### config.mk
export PLATFORM = sky130hd
export DESIGN_NAME = mac_accum
export DESIGN_NICKNAME = d
export VERILOG_FILES = /design/src/rtl/mac_accum_pkg.sv /design/src/rtl/mac_accum_add.sv /design/src/rtl/rca_Nbit_co.sv /design/src/rtl/mac_accum.sv
export SDC_FILE = /design/constraint.sdc
export NUM_CORES = 1
export LEC_CHECK = 0
export CORE_ASPECT_RATIO = 1.75
export CORE_MARGIN = 1
export CORE_UTILIZATION = 52
export DETAILED_ROUTE_END_ITERATION = 10
export PLACE_DENSITY = 0.87
export SYNTH_ARGS = -nofsm -noshare
export SYNTH_HDL_FRONTEND = slang
export SYNTH_SLANG_ARGS = --single-unit
### constraint.sdc
create_clock -name clk -period 15.1 [get_ports clk]
set_input_delay 3.02 -clock clk [delete_from_list [all_inputs] [get_ports clk]]
set_output_delay 3.02 -clock clk [all_outputs]
set_load 0.05 [all_outputs]
### src/rtl/mac_accum_pkg.sv
// Shared types and helpers for the mac_accum signed multiply-accumulate stage.
// FSM state encoding and signed saturation limits for any accumulator width up to 64 bits.
package mac_accum_pkg;

   typedef enum logic [1:0] {
      IDLE  = 2'd0,
      ACCUM = 2'd1,
      HOLD  = 2'd2
   } mac_state_t;

   // Largest positive two's-complement value of a w-bit word, zero-extended to 64 bits.
   function automatic logic [63:0] max_s(input int w);
      return (64'd1 << (w - 1)) - 64'd1;
   endfunction

   // Most negative w-bit value; callers truncate to w bits to get 1000...0.
   function automatic logic [63:0] min_s(input int w);
      return ~max_s(w);
   endfunction

endpackage

### src/rtl/mac_accum_add.sv
// Signed W-bit adder with overflow flag; clamps to the signed limits when MAC_ACCUM_SAT_EN is defined.
// Latency: combinational. Backpressure: none (pure datapath).
module mac_accum_add
   import mac_accum_pkg::*;
#(
   parameter int W = 13
) (
   input  logic signed [W-1:0] a,
   input  logic signed [W-1:0] b,
   output logic signed [W-1:0] sum,
   output logic                ovf
);

   logic [W-1:0] raw;
   logic         co_unused;

   rca_Nbit_co #(.N(W)) u_rca (
      .a  (a),
      .b  (b),
      .ci (1'b0),
      .s  (raw),
      .co (co_unused)
   );

   // Equal-sign operands yielding an opposite-sign result is the only way a signed add overflows.
   assign ovf = (a[W-1] == b[W-1]) && (raw[W-1] != a[W-1]);

`ifdef MAC_ACCUM_SAT_EN
   localparam logic [W-1:0] SAT_MAX = W'(max_s(W));
   localparam logic [W-1:0] SAT_MIN = W'(min_s(W));

   always_comb begin
      sum = raw;
      if (ovf) sum = a[W-1] ? SAT_MIN : SAT_MAX;
   end
`else
   assign sum = raw;
`endif

endmodule

### src/rtl/rca_Nbit_co.sv
// N-bit ripple-carry adder with carry-in and carry-out.
// Latency: combinational. Backpressure: none (pure datapath).
module rca_Nbit_co #(
   parameter int N = 8
) (
   input  logic [N-1:0] a,
   input  logic [N-1:0] b,
   input  logic         ci,
   output logic [N-1:0] s,
   output logic         co
);

   logic [N:0] c;

   assign c[0] = ci;

   for (genvar i = 0; i < N; i++) begin : g_bit
      assign s[i]   = a[i] ^ b[i] ^ c[i];
      assign c[i+1] = (a[i] & b[i]) | (c[i] & (a[i] ^ b[i]));
   end

   assign co = c[N];

endmodule

### src/rtl/mac_accum.sv
// Signed MAC stage: sums LEN products from the multiplier into an ACC_W-bit total (clamps if MAC_ACCUM_SAT_EN).
// Latency: total valid the cycle after the LENth accept; one product per cycle while accumulating.
// Backpressure: in_ready low outside ACCUM; total held stable in HOLD until out_ready.
module mac_accum
   import mac_accum_pkg::*;
#(
   parameter int N     = 4,
   parameter int M     = 5,
   parameter int P     = N + M,
   parameter int LEN   = 8,
   parameter int ACC_W = P + 4
) (
   input  logic                    clk,
   input  logic                    rst_n,
   input  logic                    start,
   input  logic                    in_valid,
   output logic                    in_ready,
   input  logic signed [P-1:0]     prod,
   output logic                    out_valid,
   input  logic                    out_ready,
   output logic signed [ACC_W-1:0] acc_out,
   output logic                    ovf,
   output logic                    busy
);

   localparam int CNT_W = $clog2(LEN + 1);
   localparam logic [CNT_W-1:0] LAST = CNT_W'(LEN - 1);

   if (P != N + M) begin : g_bad_p
      $error("mac_accum: P must equal N+M");
   end
   if (ACC_W < P) begin : g_bad_acc_w
      $error("mac_accum: ACC_W must be at least P");
   end
   if (LEN < 1) begin : g_bad_len
      $error("mac_accum: LEN must be at least 1");
   end

   mac_state_t              state;
   logic [CNT_W-1:0]        count;
   logic signed [ACC_W-1:0] prod_ext;
   logic signed [ACC_W-1:0] sum;
   logic                    add_ovf;

   assign prod_ext = ACC_W'(prod);

   mac_accum_add #(.W(ACC_W)) u_add (
      .a   (acc_out),
      .b   (prod_ext),
      .sum (sum),
      .ovf (add_ovf)
   );

   // Handshake outputs are registered alongside the state so neither depends on in_valid or out_ready.
   always_ff @(posedge clk or negedge rst_n) begin
      if (!rst_n) begin
         state     <= IDLE;
         acc_out   <= '0;
         count     <= '0;
         ovf       <= 1'b0;
         in_ready  <= 1'b0;
         out_valid <= 1'b0;
         busy      <= 1'b0;
      end else begin
         case (state)
            IDLE: begin
               if (start) begin
                  state    <= ACCUM;
                  acc_out  <= '0;
                  count    <= '0;
                  ovf      <= 1'b0;
                  in_ready <= 1'b1;
                  busy     <= 1'b1;
               end
            end
            ACCUM: begin
               if (in_valid && in_ready) begin
                  acc_out <= sum;
                  ovf     <= ovf | add_ovf;
                  count   <= count + 1'b1;
                  if (count == LAST) begin
                     state     <= HOLD;
                     in_ready  <= 1'b0;
                     out_valid <= 1'b1;
                  end
               end
            end
            HOLD: begin
               if (out_ready) begin
                  out_valid <= 1'b0;
                  if (start) begin
                     state    <= ACCUM;
                     acc_out  <= '0;
                     count    <= '0;
                     ovf      <= 1'b0;
                     in_ready <= 1'b1;
                  end else begin
                     state <= IDLE;
                     busy  <= 1'b0;
                  end
               end
            end
            default: begin
               state     <= IDLE;
               in_ready  <= 1'b0;
               out_valid <= 1'b0;
               busy      <= 1'b0;
            end
         endcase
      end
   end

endmodule

### Word level (Yosys, flattened, before mapping)

Cells that the tools add are included.

* register bits after elaboration: 23
* bits of input ports: 14
* output and inout port bits: 17
* word-level logic and storage cells: 120

* add/subtract/negate cells: 1
* equal/unequal tests: 10
* mux-type cells: 31
* bitwise logic cells: 62
* reduce and logical (&&, ||, !) cells: 9

Operator list (number)
* 2-to-1 mux 13 bit: 3
* case mux 13 bit (3 select lines): 1
* XOR 1 bit: 25
* bitwise AND 1 bit: 23
* 2-to-1 mux 1 bit: 14
* 2-to-1 mux 4 bit: 3
* bitwise OR 1 bit: 12
* case mux 1 bit (3 select lines): 4
* case mux 4 bit (3 select lines): 1
* AND reduction 4 bit: 3
* != test 2 bit (second input constant): 5
* 2-to-1 mux 2 bit: 4
* case mux 2 bit (3 select lines): 1
* AND reduction 3 bit: 2
* adder 4 x 1 -> 4 bit (second input constant): 1
* equality test 4 x 3 -> 1 bit (second input constant): 1
* nonzero test 3 bit: 1
* equality test 2 x 1 -> 1 bit (second input constant): 1
* equality test 2 bit (second input constant): 1
* logical AND 1 bit: 2
* logical NOT 2 bit: 1
* inverter 1 bit: 2
* equality test 1 bit: 1
* != test 1 bit: 1

### Logic depth before layout (Yosys ltp)

Gate-level depths: netlist of the first run.

* depth in word-level cells: 29
* gate-level depth with buffers: 20
* mapped depth without buffers: 20

### Cells and area by module

Synthesis of the first run repeated with hierarchy kept, for this count alone.

* cells, all modules: 102
* area total of the unflattened synthesis: 1292.5 µm²

Modules (own cells, without submodules)
* mac_accum: instances 1, cells each 75, area each 968.4 µm², seq. area each 575.6 µm²
* rca_Nbit_co: instances 1, cells each 23, area each 297.8 µm², seq. area each 0.0 µm²
* mac_accum_add: instances 1, cells each 4, area each 26.3 µm², seq. area each 0.0 µm²

### Worst setup path after synthesis of the first run

Ideal clock, no wire load.

* path type: input port to flip-flop
* start point: in prod[0]
* end point: reg ovf
* library setup time: 0.119 ns
* arrival: 7.530 ns
* required time: 14.981 ns
* slack: 7.451 ns
* stages: 20
* buffers on the path: 0
* path through: ha_1 > inv_1 > fa_1 > fa_1 > fa_1 > fa_1 > fa_1 > fa_1 > fa_1 > fa_1 > inv_1 > fa_1 > inv_1 > fa_1 > inv_1 > fa_1 > and3b_1 > a21oi_1 > nor2_1 > o21a_1

* word-level cells in the longest chain between the ends: 29

Ends and longest elaborated chain
* from (decl): RTL line mac_accum.sv:18 `input logic signed [P-1:0] prod,`
* bitwise AND 1 bit (2 in a row): RTL line rca_Nbit_co.sv:19 `assign c[i+1] = (a[i] & b[i]) | (c[i] & (a[i] ^ b[i]));`
* bitwise OR 1 bit: RTL line rca_Nbit_co.sv:19
* bitwise AND 1 bit: RTL line rca_Nbit_co.sv:19
* bitwise OR 1 bit: RTL line rca_Nbit_co.sv:19
* bitwise AND 1 bit: RTL line rca_Nbit_co.sv:19
* bitwise OR 1 bit: RTL line rca_Nbit_co.sv:19
* bitwise AND 1 bit: RTL line rca_Nbit_co.sv:19
* bitwise OR 1 bit: RTL line rca_Nbit_co.sv:19
* [12 not listed]
* bitwise AND 1 bit: RTL line rca_Nbit_co.sv:19
* bitwise OR 1 bit: RTL line rca_Nbit_co.sv:19
* XOR 1 bit: RTL line rca_Nbit_co.sv:18 `assign s[i] = a[i] ^ b[i] ^ c[i];`
* != test 1 bit: RTL line mac_accum_add.sv:26 `assign ovf = (a[W-1] == b[W-1]) && (raw[W-1] != a[W-1]);`
* logical AND 1 bit: RTL line mac_accum_add.sv:26
* bitwise OR 1 bit: RTL line mac_accum.sv:79 `ovf <= ovf | add_ovf;`
* 2-to-1 mux 1 bit: RTL line mac_accum.sv:77 `if (in_valid && in_ready) begin`
* case mux 1 bit (3 select lines): RTL line mac_accum.sv:65 `case (state)`
* to (signal assigned): RTL line mac_accum.sv:79
* to (decl): RTL line mac_accum.sv:22 `output logic ovf,`

Every way passes these cells. The select of a mux whose other input is x is not followed.
A chain may end at the register's enable or synchronous reset.

### Final worst setup path of the first run

Same ends and word-level chain as after synthesis.

==> results.txt, run 1 <==
- Run status: finished clean
- The count of cells in the finished layout, fillers not included, comes to 177.
- Measured along the x axis, the die boundary spans 39.6 um.
* Latest clock arrival within the worst-skew pair: 0.27 ns
- Hold is met by 0.511 ns.
- In this run the number of H-tree levels came out at 1.
- Clock tree synthesis found a total of 23 sinks.
- Final design area excluding fillers: 0.00165 sq mm
- The netlist uses 33 different library cells.
* Total instance count after detailed placement: 173
- Number of synthesized register bits: 23
- Buffers placed on the I/O ports in this run total 30.
* Layout cells sized above 1: 5.26%
- Number of iterations in the first detailed-routing pass: 4
* CTS clk-pin slew, worst paths: 0.08 ns
- Type of the tightest min-delay check: flip-flop to flip-flop
- Wire length of the first global-routing pass: 4500 um
- Boundary pin count: 31
- Along the worst path, the maximum fanout reaches 3.
- Antenna fix cells: 0
- For the worst setup path, the data arrival time is 8.39 ns.
* Total power: 0.388 mW
- Summing all placed instances gives a cell area of 0.00160 sq mm.
* Gate count of the mapped netlist: 121
- Vias per cell: 5.57
- Cts bufs inserted: 3
- Routability Congestion: 0.702
- Static power due to leakage: 0.743 nW
- Derived from the worst setup path, the maximum achievable clock frequency is 122 MHz.
- Via count of the routed design: 986
- Setup repair after global routing missed its margin: no
- VDD IR max: 0.000170 V
- The region available for standard cell placement spans 0.00230 sq mm.
- Clock Skews: 0.00277 ns
- Pin slew with the least headroom to its limit: 0.989 ns
- Entering global routing, the biggest net connects 24 pins.
* Vias in the first global route: 1070
- Post-synthesis instance area: 0.00129 sq mm
- Setup total negative slack on the finished layout was measured at 0 ns.
- Cts repair resizes: 0
- Measured against its own limit, the worst slew margin works out to 33.9%.
- The floorplan step set the die height to 67.9 um.
- The area growth from synthesis to layout is 27.8%.
- In this run the deepest clock path goes through 2 buffers.
* Reported max-cap violation count: 0
- Subtracting the final worst setup slack from the clock period gives 8.22 ns.
* Warning count from the yosys run: 0
- Global routing used 24.1% of the available tracks across all layers.
- Final number of max-transition violations: 0
* Type of origin of the critical path: primary input
* Detailed Route Iter0 Violations: 17
- Average wire per standard cell: 14.6 um
- The number of antenna violations at the first check in global routing was 0.
- Nets: 180
* Setup Slack @ Placement: 6.57 ns
* Hold violation total from the final report: 0
- The count of nets left with antenna violations once routing finished came out at 0.
- Starting utilization of the core area: 56.0%
- Cell Pwr Density: 236 mW/mm^2
- The filler cells instantiated in the layout total 184.
* Critical path start-end classification: primary input to flip-flop
- The cell sitting at the root of the clock tree is a sky130_fd_sc_hd__clkbuf_8.
- Synth Area per Inst: 10.7 sq um
* Fraction of the cycle the final worst path needs: 54.4%
- Setup Viol. Count Final: 0
* Hold bufs inserted after CTS: 0
* CP Data Required Time: 15.26 ns
- DP Wirelength: 2040 um
* Sum of routed wire length over all layers: 2590 um
- Remaining global-route overflow: 0
- Clock tree from TritonCTS: done
- Count of buffers added by post-CTS timing repair for setup: 0
* Smallest setup slack after layout: 6.88 ns
- The worst setup path is captured at a flip-flop.
- Fraction of the core area covered by cells at the end of the flow: 71.5%
* Total number of placement rows: 23
- After detailed routing, the number of remaining DRC violations is 0.
- The die covers 0.00269 sq mm.
- The number of nets in the synthesized netlist is 148.
- Sequential elements use 44.7% of the synthesized area.
kinds of logic (layout without fill, tap and decap cells):
family	Yosys count	in the layout	synth area share [%]
AOI/OAI and AO/OA	28	28	14.1
xor gates and xnor gates	2	2	1.36
adders and majority gates	13	13	19.0
buffers and inverters	25	56	7.96
DFF	23	23	44.7
and+or+nand+nor	30	30	12.9
layout make-up:
cell class              instances  area [sq um]  share of cell area [%]
clock inverters                 1          5.00                   0.304
clock buffers                   3          41.3                    2.51
multi-input cells              73           611                    37.1
inverters                      22          82.6                    5.02
flip-flops and latches         23           576                    35.0
well taps                      25          31.3                    1.90
repair buffers                 30           300                    18.2
cell usage in the layout (no fill, tap or decap), drive strengths merged:
cell            n
a21boi          1
a21oi           3
a22o            5
and2b           1
and3b           1
and4b           1
clkbuf          3
clkdlybuf4s50  30
clkinv          1
dfrtp          23
fa             11
ha              2
inv            22
nand2          13
nand2b          1
nand3           1
nand3b          1
nand4           1
nand4b          1
nor2            5
nor3b           1
o211ai          1
o21a            1
o21ai          15
o22ai           1
o31ai           1
or2b            2
or3             1
xnor2           1
xor2            1
cell usage after synthesis:
master	count	area [sq um]
sky130_fd_sc_hd__a21oi_1	2	10.0
sky130_fd_sc_hd__xnor2_1	1	8.76
sky130_fd_sc_hd__nand2b_1	1	6.26
sky130_fd_sc_hd__or2b_1	1	7.51
sky130_fd_sc_hd__buf_6	1	11.3
sky130_fd_sc_hd__a21boi_1	1	7.51
sky130_fd_sc_hd__nand3b_1	1	7.51
sky130_fd_sc_hd__o211ai_1	1	7.51
sky130_fd_sc_hd__o22ai_1	1	6.26
sky130_fd_sc_hd__nand4b_1	1	8.76
sky130_fd_sc_hd__nand3_1	1	5.00
sky130_fd_sc_hd__a21oi_4	1	16.3
sky130_fd_sc_hd__a22o_1	5	43.8
sky130_fd_sc_hd__dfrtp_1	23	576
sky130_fd_sc_hd__o21ai_1	11	55.1
sky130_fd_sc_hd__and2b_2	1	8.76
sky130_fd_sc_hd__ha_1	2	25.0
sky130_fd_sc_hd__or3_1	1	6.26
sky130_fd_sc_hd__nor2_1	5	18.8
sky130_fd_sc_hd__o31ai_1	1	7.51
sky130_fd_sc_hd__clkbuf_1	1	3.75
sky130_fd_sc_hd__xor2_1	1	8.76
sky130_fd_sc_hd__fa_1	11	220
sky130_fd_sc_hd__inv_1	22	82.6
sky130_fd_sc_hd__nor3b_2	1	12.5
sky130_fd_sc_hd__o21ai_0	4	20.0
sky130_fd_sc_hd__buf_2	1	5.00
sky130_fd_sc_hd__nand2_1	13	48.8
sky130_fd_sc_hd__and3b_1	1	8.76
sky130_fd_sc_hd__or2b_4	1	11.3
sky130_fd_sc_hd__nand4_1	1	6.26
sky130_fd_sc_hd__and4b_1	1	10.0
sky130_fd_sc_hd__o21a_1	1	7.51
sequential cells by signal, summed over array words and instances, names as in the netlist:
signal,flops
count,4
out_valid,1
state,2
acc_out,13
ovf,1
in_ready,1
busy,1
layer usage:
metal	part of all wire (%)	global-route usage (%)	vias up
met5	0	0	-
met1	38	27.3	496
met2	56	44.9	31
li1	-	-	453
met3	4.6	1.95	6
met4	1.2	7.76	0
report_power, final:
group | total [mW] | leakage (nW) | switching, mW | internal, mW
Combinational | 0.235 | 0.440 | 0.147 | 0.0880
Sequential | 0.115 | 0.278 | 0.0253 | 0.0899
Clock | 0.0381 | 0.0255 | 0.0197 | 0.0184
Total | 0.388 | 0.743 | 0.192 | 0.196
critical path, stage by stage:
cell,delay [ns]
sky130_fd_sc_hd__clkdlybuf4s50_1,0.46
sky130_fd_sc_hd__ha_1,0.14
sky130_fd_sc_hd__inv_1,0.05
sky130_fd_sc_hd__fa_1,0.38
sky130_fd_sc_hd__fa_1,0.40
sky130_fd_sc_hd__fa_1,0.41
sky130_fd_sc_hd__fa_1,0.40
sky130_fd_sc_hd__fa_1,0.42
sky130_fd_sc_hd__fa_1,0.41
sky130_fd_sc_hd__fa_1,0.40
sky130_fd_sc_hd__fa_1,0.38
sky130_fd_sc_hd__inv_1,0.08
sky130_fd_sc_hd__fa_1,0.15
sky130_fd_sc_hd__inv_1,0.05
sky130_fd_sc_hd__fa_1,0.36
sky130_fd_sc_hd__inv_1,0.08
sky130_fd_sc_hd__fa_1,0.22
sky130_fd_sc_hd__and3b_1,0.20
sky130_fd_sc_hd__a21oi_1,0.12
sky130_fd_sc_hd__nor2_1,0.06
sky130_fd_sc_hd__o21a_1,0.18
final timing paths:
| path | start | to | slack, ns | cells after the start |
|---|---|---|---|---|
| setup / recovery | prod[0] | ovf | 6.88 | 21 |
| hold / removal | count[0] | count[0] | 0.51 | 1 |
| setup reg to reg | acc_out[0] | ovf | 9.71 | 20 |
| hold reg to reg | count[0] | count[0] | 0.51 | 1 |
| max in group asynchronous | rst_n | count[2] | 11.21 | 1 |
| min in group asynchronous | rst_n | acc_out[6] | 3.29 | 1 |
(Power assumes the default switching activity.)
==> run 2: changes to the inputs <==
--- a/config.mk
+++ b/config.mk
@@ -7,9 +7,9 @@
 export LEC_CHECK = 0
 export CORE_ASPECT_RATIO = 1.75
 export CORE_MARGIN = 1
-export CORE_UTILIZATION = 52
+export CORE_UTILIZATION = 49
 export DETAILED_ROUTE_END_ITERATION = 10
-export PLACE_DENSITY = 0.87
+export PLACE_DENSITY = 0.83
 export SYNTH_ARGS = -nofsm -noshare
 export SYNTH_HDL_FRONTEND = slang
 export SYNTH_SLANG_ARGS = --single-unit
==> constraint.sdc (replaced) <==
create_clock -name clk -period 8.6 [get_ports clk]
set_input_delay 1.72 -clock clk [delete_from_list [all_inputs] [get_ports clk]]
set_output_delay 1.72 -clock clk [all_outputs]
set_load 0.05 [all_outputs]
==> results.txt, run 2 (synthesis gave the netlist of run 1 again) <==
- The detail-routed net length per standard cell came to 13.3 um (-9.1%).
- The largest registers in the layout are acc_out: 13 flops, count: 4 flops, state: 2 flops.
- The highest ir drop seen on vdd was 0.000201 V (+18%).
* Setup Viol. Count Final: 0 (unchanged)
- Cts repair resizes: 0 (unchanged)
- Final number of max-transition violations: 0 (unchanged)
* Post-detailed-route DRC marker count: 0 (unchanged)
* Die height: 69.8 um (+2.9%)
- Grt peak-use layer: met2
- The number of vias in the routed layout was 941 (-4.6%).
* Post-route antenna net violation count: 0 (unchanged)
- Total power: 0.672 mW (+73%)
- DP Wirelength: 1850 um (-9.4%)
- The width of the chip came to 40.8 um (+2.9%).
- Die footprint: 0.00285 sq mm (+5.9%)
- Detailed Route Iter0 Violations: 19 (+2)
- Number of iterations in the first detailed-routing pass: 4 (unchanged)
* Remaining global-route overflow: 0 (unchanged)
- Cts bufs inserted: 3 (unchanged)
* Layout cells sized above 1: 4.61% (-0.66 points)
* Total number of placement rows: 24 (+4.3%)
- Max FFs per register: 13 (unchanged)
- Leaving out fill and tap cells, the most frequent cell in the layout is sky130_fd_sc_hd__clkdlybuf4s50_1.
- Maximum number of pins on one net before global-route repair: 24 (unchanged)
* Largest register by flop count: acc_out
- The number of sinks handled by clock tree synthesis is 23 (unchanged).
- Setup repair after global routing missed its margin: no
- Crit Reg-Reg Startpoint: acc_out[0]
- The setup path with the least slack is of type primary input to flip-flop.
- Count of buffers added by post-CTS timing repair for setup: 0 (unchanged)
* Number of antenna violations at the first check in global routing: 0 (unchanged)
- The number of diodes added for antenna fixing was 0 (unchanged).
- The worst setup path is captured at a flip-flop.
- The worst setup path is launched from a primary input.
- The first-pass GRT wire length was 4020 um (-11%).
- Run status: finished clean
* Hold violation total from the final report: 0 (unchanged)
- The met1 track utilization from global routing came to 26.4% (-0.88 points).
- CP Data Required Time: 8.76 ns (-6.50 ns)
- GR Layer Usage met2: 32.5% (-12 points)
* CTS Buffer Depth: 2 (unchanged)
- Nets: 180 (unchanged)
* Clock Skews: 0.00425 ns (+0.00148 ns)
- The worst path in the final design needs a cycle of 6.80 ns, including I/O delays and setup.
- Timing would allow up to 147 MHz.
- The headroom to the max-slew limit was 35.0% (+1.1 points).
* Fraction of the cycle the final worst path needs: 79.1%
- Clock tree from TritonCTS: done
- The routing usage on met3 is 2.88% (+0.94 points).
- Sum of negative setup slack: 0 ns (unchanged)
- The overall routed net length was 2370 um (-8.6%).
- Leading cell types in the layout, fill and taps excluded: 30 x sky130_fd_sc_hd__clkdlybuf4s50_1, 23 x sky130_fd_sc_hd__dfrtp_1, 22 x sky130_fd_sc_hd__inv_1
- Gr usage total: 20.1% (-3.9 points)
- Boundary pin count: 31 (unchanged)
* CP Max Fanout: 3 (unchanged)
- Setup Slack @ Placement: 1.48 ns (-5.09 ns)
- The worst endpoint data arrival time was 6.96 ns (-1.43 ns).
- The worst hold path belongs to the class flip-flop to flip-flop.
- The post-detailed-route via-to-cell ratio is 5.29 (-5.1%).
* Deepest level of the CTS H-tree: 1 (unchanged)
* IO buf count: 30 (unchanged)
- Vias in the first global route: 971 (-9.3%)
- The clock-pin slew on the worst setup and hold paths was 0.08 ns (about the same).
- The global placer's final weighted congestion came to 0.779 (+11%).
- The floorplan core area was 0.00249 sq mm (+8.3%).
- P&R area growth vs syn: 27.8% (unchanged)
* Hold bufs inserted after CTS: 0 (unchanged)
- The power per standard cell area was 408 mW/mm^2 (+73%).
- The count of maximum capacitance violations is 0 (unchanged).
* Pin slew with the least headroom to its limit: 0.973 ns (-0.0162 ns)
- In this run the clock root is driven by a sky130_fd_sc_hd__clkbuf_8.
- The minimum setup slack in the final design is 1.80 ns (-5.08 ns).
- In this run the most critical hold path is launched from acc_out[2].
- Starting utilization of the core area: 51.7% (-4.3 points)
- Static power due to leakage: 0.741 nW (-0.37%)
- Worst setup path startpoint: prod[0]
- The insertion delay to the later sink of the worst-skew pair was 0.26 ns (about the same).
## run 2: cell types whose count changed in the layout (fill, tap and decap cells not counted), sizes merged
cell and delta:
clkbuf +1, clkinv -1
## run 2: routing by layer
layer / vias up / wire [um]
met5: - / 0
met4: 0 / 35
met3: 4 / 100
met2: 28 / 1210
met1: 456 / 1020
li1: 453 / -
## run 2: power by group
group	internal (mW)	switching, mW
clock	0.0331	0.0334
sequential	0.158	0.0429
combinational	0.152	0.252
## run 2: cell type report
| class | instances | area (sq um) |
|---|---|---|
| fillers | 213 | 846 |
| multi-input cells | 73 | 611 |
| flip-flops and latches | 23 | 576 |
| repair buffers | 30 | 300 |
| inverters | 22 | 82.6 |
| clock buffers | 4 | 45.0 |
| well taps | 26 | 32.5 |
## run 2: worst max-delay path, cell delays in order
cell and delay [ns]:
sky130_fd_sc_hd__clkdlybuf4s50_1 0.46, sky130_fd_sc_hd__ha_1 0.14, sky130_fd_sc_hd__inv_1 0.05, sky130_fd_sc_hd__fa_1 0.38
sky130_fd_sc_hd__fa_1 0.39, sky130_fd_sc_hd__fa_1 0.39, sky130_fd_sc_hd__fa_1 0.41, sky130_fd_sc_hd__fa_1 0.41
sky130_fd_sc_hd__fa_1 0.40, sky130_fd_sc_hd__fa_1 0.39, sky130_fd_sc_hd__fa_1 0.37, sky130_fd_sc_hd__inv_1 0.07
sky130_fd_sc_hd__fa_1 0.16, sky130_fd_sc_hd__inv_1 0.05, sky130_fd_sc_hd__fa_1 0.36, sky130_fd_sc_hd__inv_1 0.08
sky130_fd_sc_hd__fa_1 0.21, sky130_fd_sc_hd__and3b_1 0.18, sky130_fd_sc_hd__a21oi_1 0.11, sky130_fd_sc_hd__nor2_1 0.05
sky130_fd_sc_hd__o21a_1 0.18
## run 2: per-stage QoR
step / util [%] / hold WS, ns / area (sq um) / instances
final: 66.1 / 0.512 / 1650 / 178
after floorplan: - / 0.475 / 1290 / 121
after detailed placement: 64.3 / 0.500 / 1600 / 174
after global placement: 64.3 / 0.482 / 1600 / 174
after CTS: 66.1 / 0.514 / 1650 / 178
after global routing: 66.1 / 0.542 / 1650 / 178
## run 2: worst paths after layout
kind,endpoint,slack (ns),cells after the start
setup / recovery,ovf,1.80,21
hold / removal,acc_out[2],0.51,2
setup reg to reg,ovf,3.33,20
hold reg to reg,acc_out[2],0.51,2
max in group asynchronous,acc_out[1],6.02,1
min in group asynchronous,acc_out[6],1.99,1
